**src/rtl/priv_key_gen_pkg.sv**
```systemverilog
// Shared definitions for the private-key generator.
//   state_t      : controller state encoding (also visible on the debug port)
//   acc_width()  : accumulator / dividend width for a given key half-width and
//                  exponent width. k*f_n+1 with k <= e-1 < 2**e_WIDTH always fits.
package priv_key_gen_pkg;

    typedef enum logic [1:0] {
        IDLE   = 2'd0,
        DIVIDE = 2'd1,
        CHECK  = 2'd2,
        DONE   = 2'd3
    } state_t;

    function automatic int acc_width(input int half_key_length, input int e_width);
        return 2 * half_key_length + e_width;
    endfunction

endpackage

```
**src/rtl/priv_key_gen_div.sv**
```systemverilog
// Serial restoring divider, one quotient bit per cycle, MSB first.
//   clk, rst  : clock, asynchronous active-low reset
//   start     : load dividend/divisor; the first quotient bit is produced on
//               this same edge, so the full quotient takes ACC_W edges
//   dividend  : ACC_W-bit dividend
//   divisor   : e_WIDTH-bit divisor (must be non-zero)
//   quotient  : ACC_W-bit quotient, valid while done=1
//   remainder : e_WIDTH-bit remainder, valid while done=1
//   done      : no division step outstanding
module priv_key_div
    import priv_key_gen_pkg::*;
#(
    parameter int ACC_W   = 35,
    parameter int e_WIDTH = 3
) (
    input  logic               clk,
    input  logic               rst,
    input  logic               start,
    input  logic [ACC_W-1:0]   dividend,
    input  logic [e_WIDTH-1:0] divisor,
    output logic [ACC_W-1:0]   quotient,
    output logic [e_WIDTH-1:0] remainder,
    output logic               done
);

    localparam int CW = $clog2(ACC_W + 1);

    // dq starts as the dividend and shifts left; quotient bits enter at the LSB
    // while dividend bits leave at the MSB, so after ACC_W shifts it holds the quotient.
    logic [ACC_W-1:0]   dq;
    logic [e_WIDTH-1:0] rem;
    logic [e_WIDTH-1:0] div_q;
    logic [CW-1:0]      cnt;

    logic [e_WIDTH-1:0] src_rem;
    logic               src_bit;
    logic [e_WIDTH-1:0] src_div;
    logic [e_WIDTH:0]   trial;
    logic [e_WIDTH:0]   rem_nxt;
    logic               q_bit;

    always_comb begin
        src_rem = start ? '0 : rem;
        src_bit = start ? dividend[ACC_W-1] : dq[ACC_W-1];
        src_div = start ? divisor : div_q;
        trial   = {src_rem, src_bit};
        q_bit   = (trial >= {1'b0, src_div});
        rem_nxt = q_bit ? (trial - {1'b0, src_div}) : trial;
    end

    always_ff @(posedge clk or negedge rst) begin
        if (!rst) begin
            dq    <= '0;
            rem   <= '0;
            div_q <= '0;
            cnt   <= '0;
        end else if (start) begin
            dq    <= {dividend[ACC_W-2:0], q_bit};
            rem   <= rem_nxt[e_WIDTH-1:0];
            div_q <= divisor;
            cnt   <= CW'(ACC_W - 1);
        end else if (cnt != '0) begin
            dq    <= {dq[ACC_W-2:0], q_bit};
            rem   <= rem_nxt[e_WIDTH-1:0];
            cnt   <= cnt - CW'(1);
        end
    end

    assign quotient  = dq;
    assign remainder = rem;
    assign done      = (cnt == '0);

endmodule

```
**src/rtl/priv_key_gen.sv**
```systemverilog
// RSA private exponent generator: finds the smallest k in 1..e-1 with
// (k*f_n+1) mod e == 0 and returns d = (k*f_n+1)/e.
//   clk, rst   : clock, asynchronous active-low reset
//   start      : request, sampled only in IDLE or DONE
//   f_n        : totient, e : public exponent, areValid : coprimality verdict
//   d          : private exponent (0 on error)
//   ready      : result valid (DONE), error : no d found (valid with ready)
//   busy       : search in progress (DIVIDE or CHECK)
//   dbg_state  : controller state, for observation only
//
// Handshake: a one-cycle start pulse seen in IDLE/DONE is accepted on that edge
// (inputs are captured then, ready falls on the same edge unless the request
// is rejected immediately). ready then stays high, with d/error stable, until
// the next accepted start. start and the data inputs are ignored while busy.
module priv_key_gen
    import priv_key_gen_pkg::*;
#(
    parameter int HALF_KEY_LENGTH = 16,
    parameter int e_WIDTH         = 3
) (
    input  logic                         clk,
    input  logic                         rst,
    input  logic                         start,
    input  logic [2*HALF_KEY_LENGTH-1:0] f_n,
    input  logic [e_WIDTH-1:0]           e,
    input  logic                         areValid,
    output logic [2*HALF_KEY_LENGTH-1:0] d,
    output logic                         ready,
    output logic                         error,
    output logic                         busy,
    output state_t                       dbg_state
);

    localparam int KW    = 2 * HALF_KEY_LENGTH;
    localparam int ACC_W = acc_width(HALF_KEY_LENGTH, e_WIDTH);

    state_t             state, state_nxt;
    logic [KW-1:0]      fn_q, fn_nxt;
    logic [e_WIDTH-1:0] e_q, e_nxt;
    logic [ACC_W-1:0]   acc, acc_nxt;
    logic [e_WIDTH-1:0] k, k_nxt;
    logic [KW-1:0]      d_nxt;
    logic               err_nxt;

    logic               div_start;
    logic [ACC_W-1:0]   div_dividend;
    logic [e_WIDTH-1:0] div_divisor;
    logic [ACC_W-1:0]   div_quo;
    logic [e_WIDTH-1:0] div_rem;
    logic               div_done;

    priv_key_div #(
        .ACC_W   (ACC_W),
        .e_WIDTH (e_WIDTH)
    ) u_div (
        .clk       (clk),
        .rst       (rst),
        .start     (div_start),
        .dividend  (div_dividend),
        .divisor   (div_divisor),
        .quotient  (div_quo),
        .remainder (div_rem),
        .done      (div_done)
    );

    always_comb begin
        state_nxt    = state;
        fn_nxt       = fn_q;
        e_nxt        = e_q;
        acc_nxt      = acc;
        k_nxt        = k;
        d_nxt        = d;
        err_nxt      = error;
        div_start    = 1'b0;
        div_dividend = '0;
        div_divisor  = e_q;
        case (state)
            IDLE, DONE: begin
                if (start) begin
                    d_nxt   = '0;
                    err_nxt = 1'b0;
                    if (!areValid || (e <= e_WIDTH'(1))) begin
                        err_nxt   = 1'b1;
                        state_nxt = DONE;
                    end else begin
                        fn_nxt       = f_n;
                        e_nxt        = e;
                        acc_nxt      = ACC_W'(f_n) + ACC_W'(1);
                        k_nxt        = e_WIDTH'(1);
                        div_start    = 1'b1;
                        div_dividend = acc_nxt;
                        div_divisor  = e;
                        state_nxt    = DIVIDE;
                    end
                end
            end
            DIVIDE: begin
                if (div_done) state_nxt = CHECK;
            end
            CHECK: begin
                if (div_rem == '0) begin
                    d_nxt     = div_quo[KW-1:0];
                    err_nxt   = 1'b0;
                    state_nxt = DONE;
                end else if (k == e_q - e_WIDTH'(1)) begin
                    // Every k tried: e has no inverse modulo f_n.
                    d_nxt     = '0;
                    err_nxt   = 1'b1;
                    state_nxt = DONE;
                end else begin
                    acc_nxt      = acc + ACC_W'(fn_q);
                    k_nxt        = k + e_WIDTH'(1);
                    div_start    = 1'b1;
                    div_dividend = acc_nxt;
                    state_nxt    = DIVIDE;
                end
            end
            default: state_nxt = IDLE;
        endcase
    end

    always_ff @(posedge clk or negedge rst) begin
        if (!rst) begin
            state <= IDLE;
            fn_q  <= '0;
            e_q   <= '0;
            acc   <= '0;
            k     <= '0;
            d     <= '0;
            error <= 1'b0;
        end else begin
            state <= state_nxt;
            fn_q  <= fn_nxt;
            e_q   <= e_nxt;
            acc   <= acc_nxt;
            k     <= k_nxt;
            d     <= d_nxt;
            error <= err_nxt;
        end
    end

    assign ready     = (state == DONE);
    assign busy      = (state == DIVIDE) || (state == CHECK);
    assign dbg_state = state;

endmodule

```
**config.mk**
```make
export PLATFORM = sky130hd
export DESIGN_NAME = priv_key_gen
export DESIGN_NICKNAME = d
export VERILOG_FILES = /design/src/rtl/priv_key_gen_pkg.sv /design/src/rtl/priv_key_gen_div.sv /design/src/rtl/priv_key_gen.sv
export SDC_FILE = /design/constraint.sdc
export NUM_CORES = 1
export LEC_CHECK = 0
export ABC_AREA = 1
export ABC_CLOCK_PERIOD_IN_PS = 4570
export CAP_MARGIN = 10
export CORE_MARGIN = 5
export CORE_UTILIZATION = 50
export DETAILED_ROUTE_END_ITERATION = 16
export GPL_TIMING_DRIVEN = 0
export PLACE_DENSITY_LB_ADDON = 0.1
export SLEW_MARGIN = 20
export SYNTH_ARGS = -nofsm -noshare
export SYNTH_HDL_FRONTEND = slang
export SYNTH_SLANG_ARGS = --single-unit
export TNS_END_PERCENT = 5
```
**constraint.sdc**
```tcl
create_clock -name clk -period 4.57 [get_ports clk]
set_input_delay 1.371 -clock clk [delete_from_list [all_inputs] [get_ports clk]]
set_output_delay 1.371 -clock clk [all_outputs]
set_load 0.03 [all_outputs]
```
==> flow_results.org, run 1 <==
** Min path
- The path with the worst hold slack has its endpoint at u_div.quotient[31].
- In this run the most critical hold path is launched from u_div.quotient[31].
- Counting instances, the worst hold path has a depth of 2.
- Worst Hold Class :: flop to flop

** Worst setup path
- Slowest-stage cell, CP :: clkdlybuf4s50_1
- Tracing the worst setup path back leads to its startpoint at e[1].
- Kind of start point of the critical path :: primary input
- For this run, the slowest stage of the critical path takes 0.41 ns.
- Data required time of the critical path :: 4.91 ns
- The endpoint identified for the worst register-to-register timing path is u_div.remainder[0].
- The signal on the critical path passes through clkdlybuf4s50_1 > o21ai_1 > inv_1 > nand3_2 > inv_1 > nand2_1 > nand2_2 > buf_2 > nand2_1 > nand2_1 > ha_1 > fa_1 > nand2_1 > a21oi_1 > nand2_1 > nor2_1 > nand2_1 > nand2_1.
- Worst Reg2Reg Path Length in Cells :: 20
- Critical Path Most Common Cell :: nand2_1
- Crit-path leading delay family :: simple AND/OR/NAND/NOR gates
- The startpoint identified for the worst register-to-register timing path is fn_q[0].
- The critical path is of the primary input to flop type.
- Category of the worst setup path capture point :: flop
- Setup slack of the most critical reg-to-reg path :: 0.98 ns
- For the worst setup path, the data arrival time is 4.17 ns.
- In this run the worst path has a maximum fanout of 10.
- The critical path contains buffers and inverters numbering 4 combined.

** Yosys
- Ys flop type :: dfrtp_1
- Leading post-synthesis cells by instance count :: 486 x nand2_1, 155 x dfrtp_1, 149 x inv_1
- Post-Syn Area :: 10600 sq um
- Synthesis handed over a netlist of 1491 instances.
- Yosys warning count :: 0
- The synthesized design contains 155 register bits.
- Among all cell types in the netlist, the one instantiated most often is nand2_1.
- Seq/Total Area, Yosys :: 0.365
- Synthesis produced a netlist with a net count of 1576.
- The largest total area in the synthesized netlist belongs to dfrtp_1.
- Asr flop ratio synth :: 1.00
- In this run, synthesis inferred 0 flip-flops with an integrated enable.
- In this run the mean area of a mapped cell was 7.13 sq um.
- Share of the synthesized area in the top cell type :: 0.365
- By area the synthesized netlist is led by dfrtp_1 36%, nand2_1 17%, inv_1 5.3%.
- Distinct cell type count of the synthesized netlist :: 52

** Layout
- FF+latch area :: 3880 sq um
- Final net count :: 1671
- Number of fill cells :: 2018
- Summing all multi-input logic gate instances after layout gives 5810 sq um.
- From synthesis to final layout, the design area changed by 16.5%.
- The finished layout holds 1874 standard cells, fillers aside.
- Antenna cells :: 0
- Final core area utilization :: 0.591
- Of the cells placed in the final design, the portion with a size suffix greater than 1 is 0.0813.

** CTS
- Cell chosen for the clock root :: clkbuf_16
- Post-CTS repair changed the size of 0 cells.
- Cts-stage hold buffer count :: 0
- The clock reaches the later pin of the worst-skew pair after 0.44 ns.
- Register clock-pin slew on the reported worst setup and hold paths :: 0.07 ns
- CTS tree :: yes
- H-tree depth reported by CTS :: 4
- The clock passes through at most 2 buffers.
- Buffers added to address setup during post-CTS repair amount to 0.
- For this design, the sink count on the clock tree is 155.
- In this run, CTS created clock tree buffers numbering 17.

** STA
- Static timing analysis puts the maximum clock frequency at 261 MHz.
- Worst-case clock skew :: 0.0148 ns
- The number of max-slew violations in the final report came to 0.
- The worst pin sits at a relative slew slack of 0.433.
- RSZ-0062 raised after global routing :: no
- Fraction of the cycle the final worst path needs :: 0.838
- Final worst path period need :: 3.83 ns
- At the pin with the least slew margin, the transition time is 0.850 ns.
- Setup violations remaining at the end of the flow were counted as 0.
- The final hold violation count came to 0.

** Die
- Standard-cell row count :: 53
- From left edge to right edge, the die measures 156 um.
- Area enclosed by the die boundary :: 24300 sq um
- Initial Util :: 0.508
- In this run the count of I/O pins placed on the die edge is 76.
- The region available for standard cell placement spans 21000 sq um.
- Die height :: 156 um

** Drt
- Vias after detailed routing :: 10466
- The first detailed-routing pass took 6 iterations.
- Routed wire per std cell :: 19.8 um
- In this run the remaining antenna-violating nets after routing total 0.
- Count of unresolved DRC violations after routing :: 0
- For this block, the routed nets add up to 37.2 mm of wire.
- Number of vias per cell after detailed routing :: 5.58
- In this run, the number of DRC markers left after iteration 0 of detailed routing was 1094.

** Place
- Number of I/O port buffers :: 75
- In this run, placement finished with an instance count of 1842.
- Global placer's final weighted congestion :: 1.03
- HPWL Detailed :: 29.5 mm

** Power and ir drop
- In this run the power density over the cells is 772 nW/um^2.
- The worst-case IR drop observed on VDD is 644 uV.
- Summed over all cells, the static leakage comes to 6.06 nW.

** GRT
- In the global route stage, overall resource usage came out at 0.310.
- The number of antenna violations at the first check in global routing was 0.
- The first global-routing pass estimated 57.1 mm of wire.
- The total overflow left after global routing is 0.
- The via count of the first global-routing pass was 10029.
- Largest net degree at the start of global routing :: 93

** Job
- Number of max-capacitance violations reported :: 0

** Run status
- The flow ran to the end, and the final reports show no timing, DRC or antenna violations.
[worst register-to-register path, delay by kind of cell, from the launching register on]
kind | cells | cell delay (ns)
compound gates | 1 | 0.09
fa+ha+maj | 4 | 1.36
buf+inv | 1 | 0.07
flops | 1 | 0.39
simple gates | 14 | 1.58
[registers in the layout (all words and copies together) (netlist names), 6 cells and up]
register	flops
acc	35
u_div.quotient	35
d	32
fn_q	32
u_div.cnt	6
[how the worst max path moves through the flow]
stage / endpoint / cells after the start
after floorplan: u_div.remainder[1] / 16
final: u_div.remainder[0] / 18
after global routing: u_div.remainder[1] / 18
after CTS: u_div.remainder[0] / 17
after global placement: u_div.remainder[2] / 1
after detailed placement: u_div.remainder[1] / 18
[cell families (layout without fill, tap and decap cells)]
| kind of cell | count (synthesis) | in the layout | synth area share |
|---|---|---|---|
| flops | 155 | 155 | 0.365 |
| fa+ha+maj | 46 | 46 | 0.0555 |
| simple gates | 806 | 806 | 0.324 |
| compound gates | 236 | 236 | 0.132 |
| xor+xnor | 42 | 42 | 0.0346 |
| buf+inv | 206 | 314 | 0.0888 |
[power breakdown]
part	total, W	leakage [nW]	switching (W)	internal, W
clock	0.00154	0.299	0.000650	0.000891
sequential	0.00234	1.96	0.000387	0.00196
combinational	0.00568	3.80	0.00373	0.00195
total	0.00957	6.06	0.00476	0.00480
[cell type report]
class / instances / share of cell area
inverters: 161 / 0.0496
well taps: 275 / 0.0278
clock buffers: 19 / 0.0358
flip-flops and latches: 155 / 0.313
multi-input cells: 1130 / 0.469
clock inverters: 13 / 0.0145
plain buffers: 45 / 0.0267
repair buffers: 76 / 0.0632
[cells in the final DEF (no fill, tap or decap), types with 5 or more instances in the layout]
cell,netlist,final
a211oi_1,5,5
a21oi_1,57,57
a22oi_1,6,6
buf_2,13,13
buf_6,10,10
clkbuf_1,13,14
clkbuf_16,0,17
clkdlybuf4s50_1,0,74
dfrtp_1,155,155
ha_1,44,44
inv_1,149,149
inv_2,9,9
inv_6,1,5
nand2_1,486,486
nand2_2,15,15
nand2_4,5,5
nand3_1,81,81
nand3_2,6,6
nand3b_1,10,10
nand4_1,13,13
nor2_1,145,145
nor2_2,5,5
nor3_1,25,25
o211ai_1,13,13
o21ai_0,75,75
o21ai_1,24,24
o21ai_2,10,10
o21bai_1,7,7
o221ai_1,6,6
o22ai_1,8,8
o31ai_1,14,14
xnor2_1,14,14
xor2_1,28,28
[metal layers]
layer / routed length [um] / up-vias / global-route usage / part of all wire
met5: 0 / - / 0 / 0
met4: 1150 / 0 / 0.0963 / 0.031
met3: 2940 / 61 / 0.0555 / 0.079
met2: 16700 / 427 / 0.480 / 0.45
met1: 16400 / 4956 / 0.444 / 0.44
li1: - / 5022 / - / -
[stage by stage]
step | TNS [ns] | total power, W | cell area (sq um) | worst slack [ns] | hold WS (ns)
after floorplan | 0 | 0.00623 | 10600 | 1.19 | 0.444
after global placement | -685.39 | 0.00789 | 11700 | -4.44 | 0.462
after detailed placement | 0 | 0.00797 | 11800 | 0.292 | 0.468
after CTS | 0 | 0.00953 | 12400 | 0.736 | 0.487
after global routing | 0 | 0.0103 | 12400 | 0.539 | 0.500
final | 0 | 0.00957 | 12400 | 0.739 | 0.481
Power figures use the tool's default switching activity.
==> run 2: changes to the inputs <==
Settings changed: ABC_CLOCK_PERIOD_IN_PS 4570 to 4000.
Clock period 4.57 ns to 4 ns, I/O delays scaled along.
==> results of run 2 <==
The final DEF is identical to that of run 1. Status: completed.
Among the figures that moved: setup slack after placement 0.292 ns -> -0.107 ns; setup slack after layout 0.739 ns -> 0.340 ns; register-to-register setup slack 0.98 ns -> 0.41 ns; total power 0.00957 W -> 0.0109 W; worst IR drop on VDD 644 uV -> 736 uV
==> run 3: changes to the inputs <==
Settings changed: GPL_TIMING_DRIVEN 0 to unset.
==> run 3 against run 2 <==
  * Combinational power is 8.5% lower
  * Final cell count decreased by 1.8%
  * Via count is 3.2% lower
  * Largest power group unchanged
  * Highest routed layer unchanged
==> flow_results.org, run 3 (synthesis gave the netlist of run 1 again) <==
** Run status
- Status :: completed

** STA
- Fraction of the cycle the final worst path needs :: 0.884
- At the pin with the least slew margin, the transition time is 1.06 ns.
- Summed over all failing endpoints, the final setup total negative slack is 0 ns.
- Setup violations, final :: 0
- Worst slew slack as a fraction of its limit :: 0.289
- On the final layout, the worst clock skew is 0.0183 ns.
- Subtracting the final worst setup slack from the clock period gives 3.54 ns.
- The number of max-slew violations in the final report came to 0.
- The final hold violation count was 0.
- Final-layout worst hold slack :: 0.478 ns
- Static timing analysis puts the maximum clock frequency at 283 MHz.
- RSZ-0062 raised after global routing :: no

** CTS
- Post-CTS timing repair inserted 0 buffers for setup.
- TritonCTS Buffers :: 17
- Buffers inserted to repair hold after CTS numbered 0.
- The clock tree synthesis step divided the H-tree into 4 levels.
- After clock tree synthesis, the repair step resized 0 gates.
- After clock tree synthesis, the clock-pin slew on the worst setup and hold paths is 0.06 ns.
- Sinks on Clock Net :: 155
- In this run the deepest clock path goes through 2 buffers.
- Cell chosen for the clock root :: clkbuf_16
- Clock latency reported for the late side of the worst-skew pair :: 0.43 ns
- TritonCTS built the clock tree.

** Drt
- Count of unresolved DRC violations after routing :: 0
- Post-Route WL :: 33.9 mm
- In this run the remaining antenna-violating nets after routing total 0.
- Router iterations before antenna repair :: 5
- Vias after detailed routing :: 10127
- Routed wire per std cell :: 18.4 um
- Number of vias per cell after detailed routing :: 5.50
- Violation count after the first detailed-route iteration :: 987

** Layout
- The top cell types in the final layout, fill and taps aside, are 486 x nand2_1, 155 x dfrtp_1, 149 x inv_1.
- Antenna cells :: 0
- The library cell used most frequently in the layout, excluding fill and tap cells, is nand2_1.
- The filler cells instantiated in the layout total 2056.
- Layout cell share with drive strength beyond 1 :: 0.0709
- Relative to the synthesized area, the layout overhead comes to 13.6%.
- In the final design database the tool counted 1641 nets.
- Final core area utilization :: 0.577

** Worst setup path
- Slowest-stage cell, CP :: dfrtp_1
- STA classifies the critical path startpoint as a flop.
- Walking the worst path, the cells encountered are ha_1 > nand2_1 > nor2_1 > nand3_1 > nand3_1 > nand2_1 > nand2_1 > nand2_1 > nand3_1 > nand3_1 > nand2_1 > inv_1 > ha_1 > fa_1 > nand2_1 > a21oi_1 > buf_4 > nand3_1 > nand2_1 > nand2_1 > nand2_1.
- Worst endpoint data arrival time :: 3.86 ns
- The critical path is of the flop to flop type.
- In this design, the largest share of critical-path delay is due to simple AND/OR/NAND/NOR gates.
- Data required time of the critical path :: 4.32 ns
- Category of the worst setup path capture point :: flop
- By instance count, the cell type seen most on the critical path is nand2_1.
- Largest fanout on the critical path :: 4
- Together, buffers and inverters on the worst path number 2.
- Delay of the slowest cell on the worst path :: 0.41 ns
- The number of cells on the worst reg-to-reg path is 21.
- Number of logic stages on the critical path including buffering :: 21

** GRT
- The first global-routing pass estimated 53.4 mm of wire.
- Overall fraction of global-route tracks in use :: 0.282
- Largest net degree at the start of global routing :: 84
- GRT overflow :: 0
- Number of antenna violations at the first check in global routing :: 0
- The via count of the first global-routing pass came to 9937.

** Place
- Port buffering added 75 buffers.
- At the end of routability-driven placement, the weighted congestion stood at 1.01.
- HPWL Detailed :: 26.0 mm

** Min path
- Worst Hold Class :: flop to flop
- Counting instances, the worst hold path has a depth of 2.

** Power and ir drop
- Power density relative to cell area :: 844 nW/um^2
- For this design the static power due to leakage is 5.92 nW.
- IR drop worst, VDD :: 593 uV

** Job
- The tool flagged a number of max-cap violations equal to 0.

** Die
- The die is 156 um tall.
- Core ar. :: 21000 sq um
- Horizontal die dimension :: 156 um
- Pin placement for this block handled 76 I/O pins.
- The initial utilization of the core area, before any placement, comes to 0.508.
- Standard-cell row count :: 53
- The floorplan step defined a die boundary enclosing 24300 sq um.
run 3: metrics by stage:
step / instances / instance area, sq um / total power, W / setup slack [ns]
2_1_floorplan: 1491 / 10600 / 0.00712 / 0.794
3_3_place_gp: 1812 / 11500 / 0.00853 / 0.188
3_5_place_dp: 1812 / 11500 / 0.00860 / 0.127
4_1_cts: 1841 / 12100 / 0.0102 / 0.488
5_1_grt: 1841 / 12100 / 0.0111 / 0.244
6_report: 1841 / 12100 / 0.0102 / 0.462
run 3: routing by layer:
layer	global-route usage	share of wire
met2	0.458	0.47
met1	0.369	0.43
met3	0.0502	0.065
met4	0.128	0.043
met5	0	0
run 3: power by group:
group | switching, W | internal, W
logic | 0.00397 | 0.00197
clock network | 0.000668 | 0.000907
registers | 0.000460 | 0.00224
total | 0.00510 | 0.00511
run 3: final cells by class:
type,instances,area [sq um],share of cell area
clock buffers,18,429,0.0355
multi-input cells,1130,5810,0.481
clock inverters,11,124,0.0102
inverters,161,614,0.0508
repair buffers,91,885,0.0732
flip-flops and latches,155,3880,0.321
well taps,275,344,0.0285
run 3: final timing paths:
check,from,to,slack [ns]
worst max-delay path,acc[9],u_div.remainder[2],0.46
worst min-delay path,u_div.div_q[0],u_div.div_q[0],0.48
worst max register to register,acc[9],u_div.remainder[2],0.46
worst min register to register,u_div.div_q[0],u_div.div_q[0],0.48
max in group asynchronous,rst,u_div.quotient[23],2.39
min in group asynchronous,rst,acc[28],0.72
run 3: tightest hold or removal path, cell delays in order (launching register included):
cell     delay (ns)
dfrtp_1        0.32
nand2_1        0.05
nand2_1        0.07
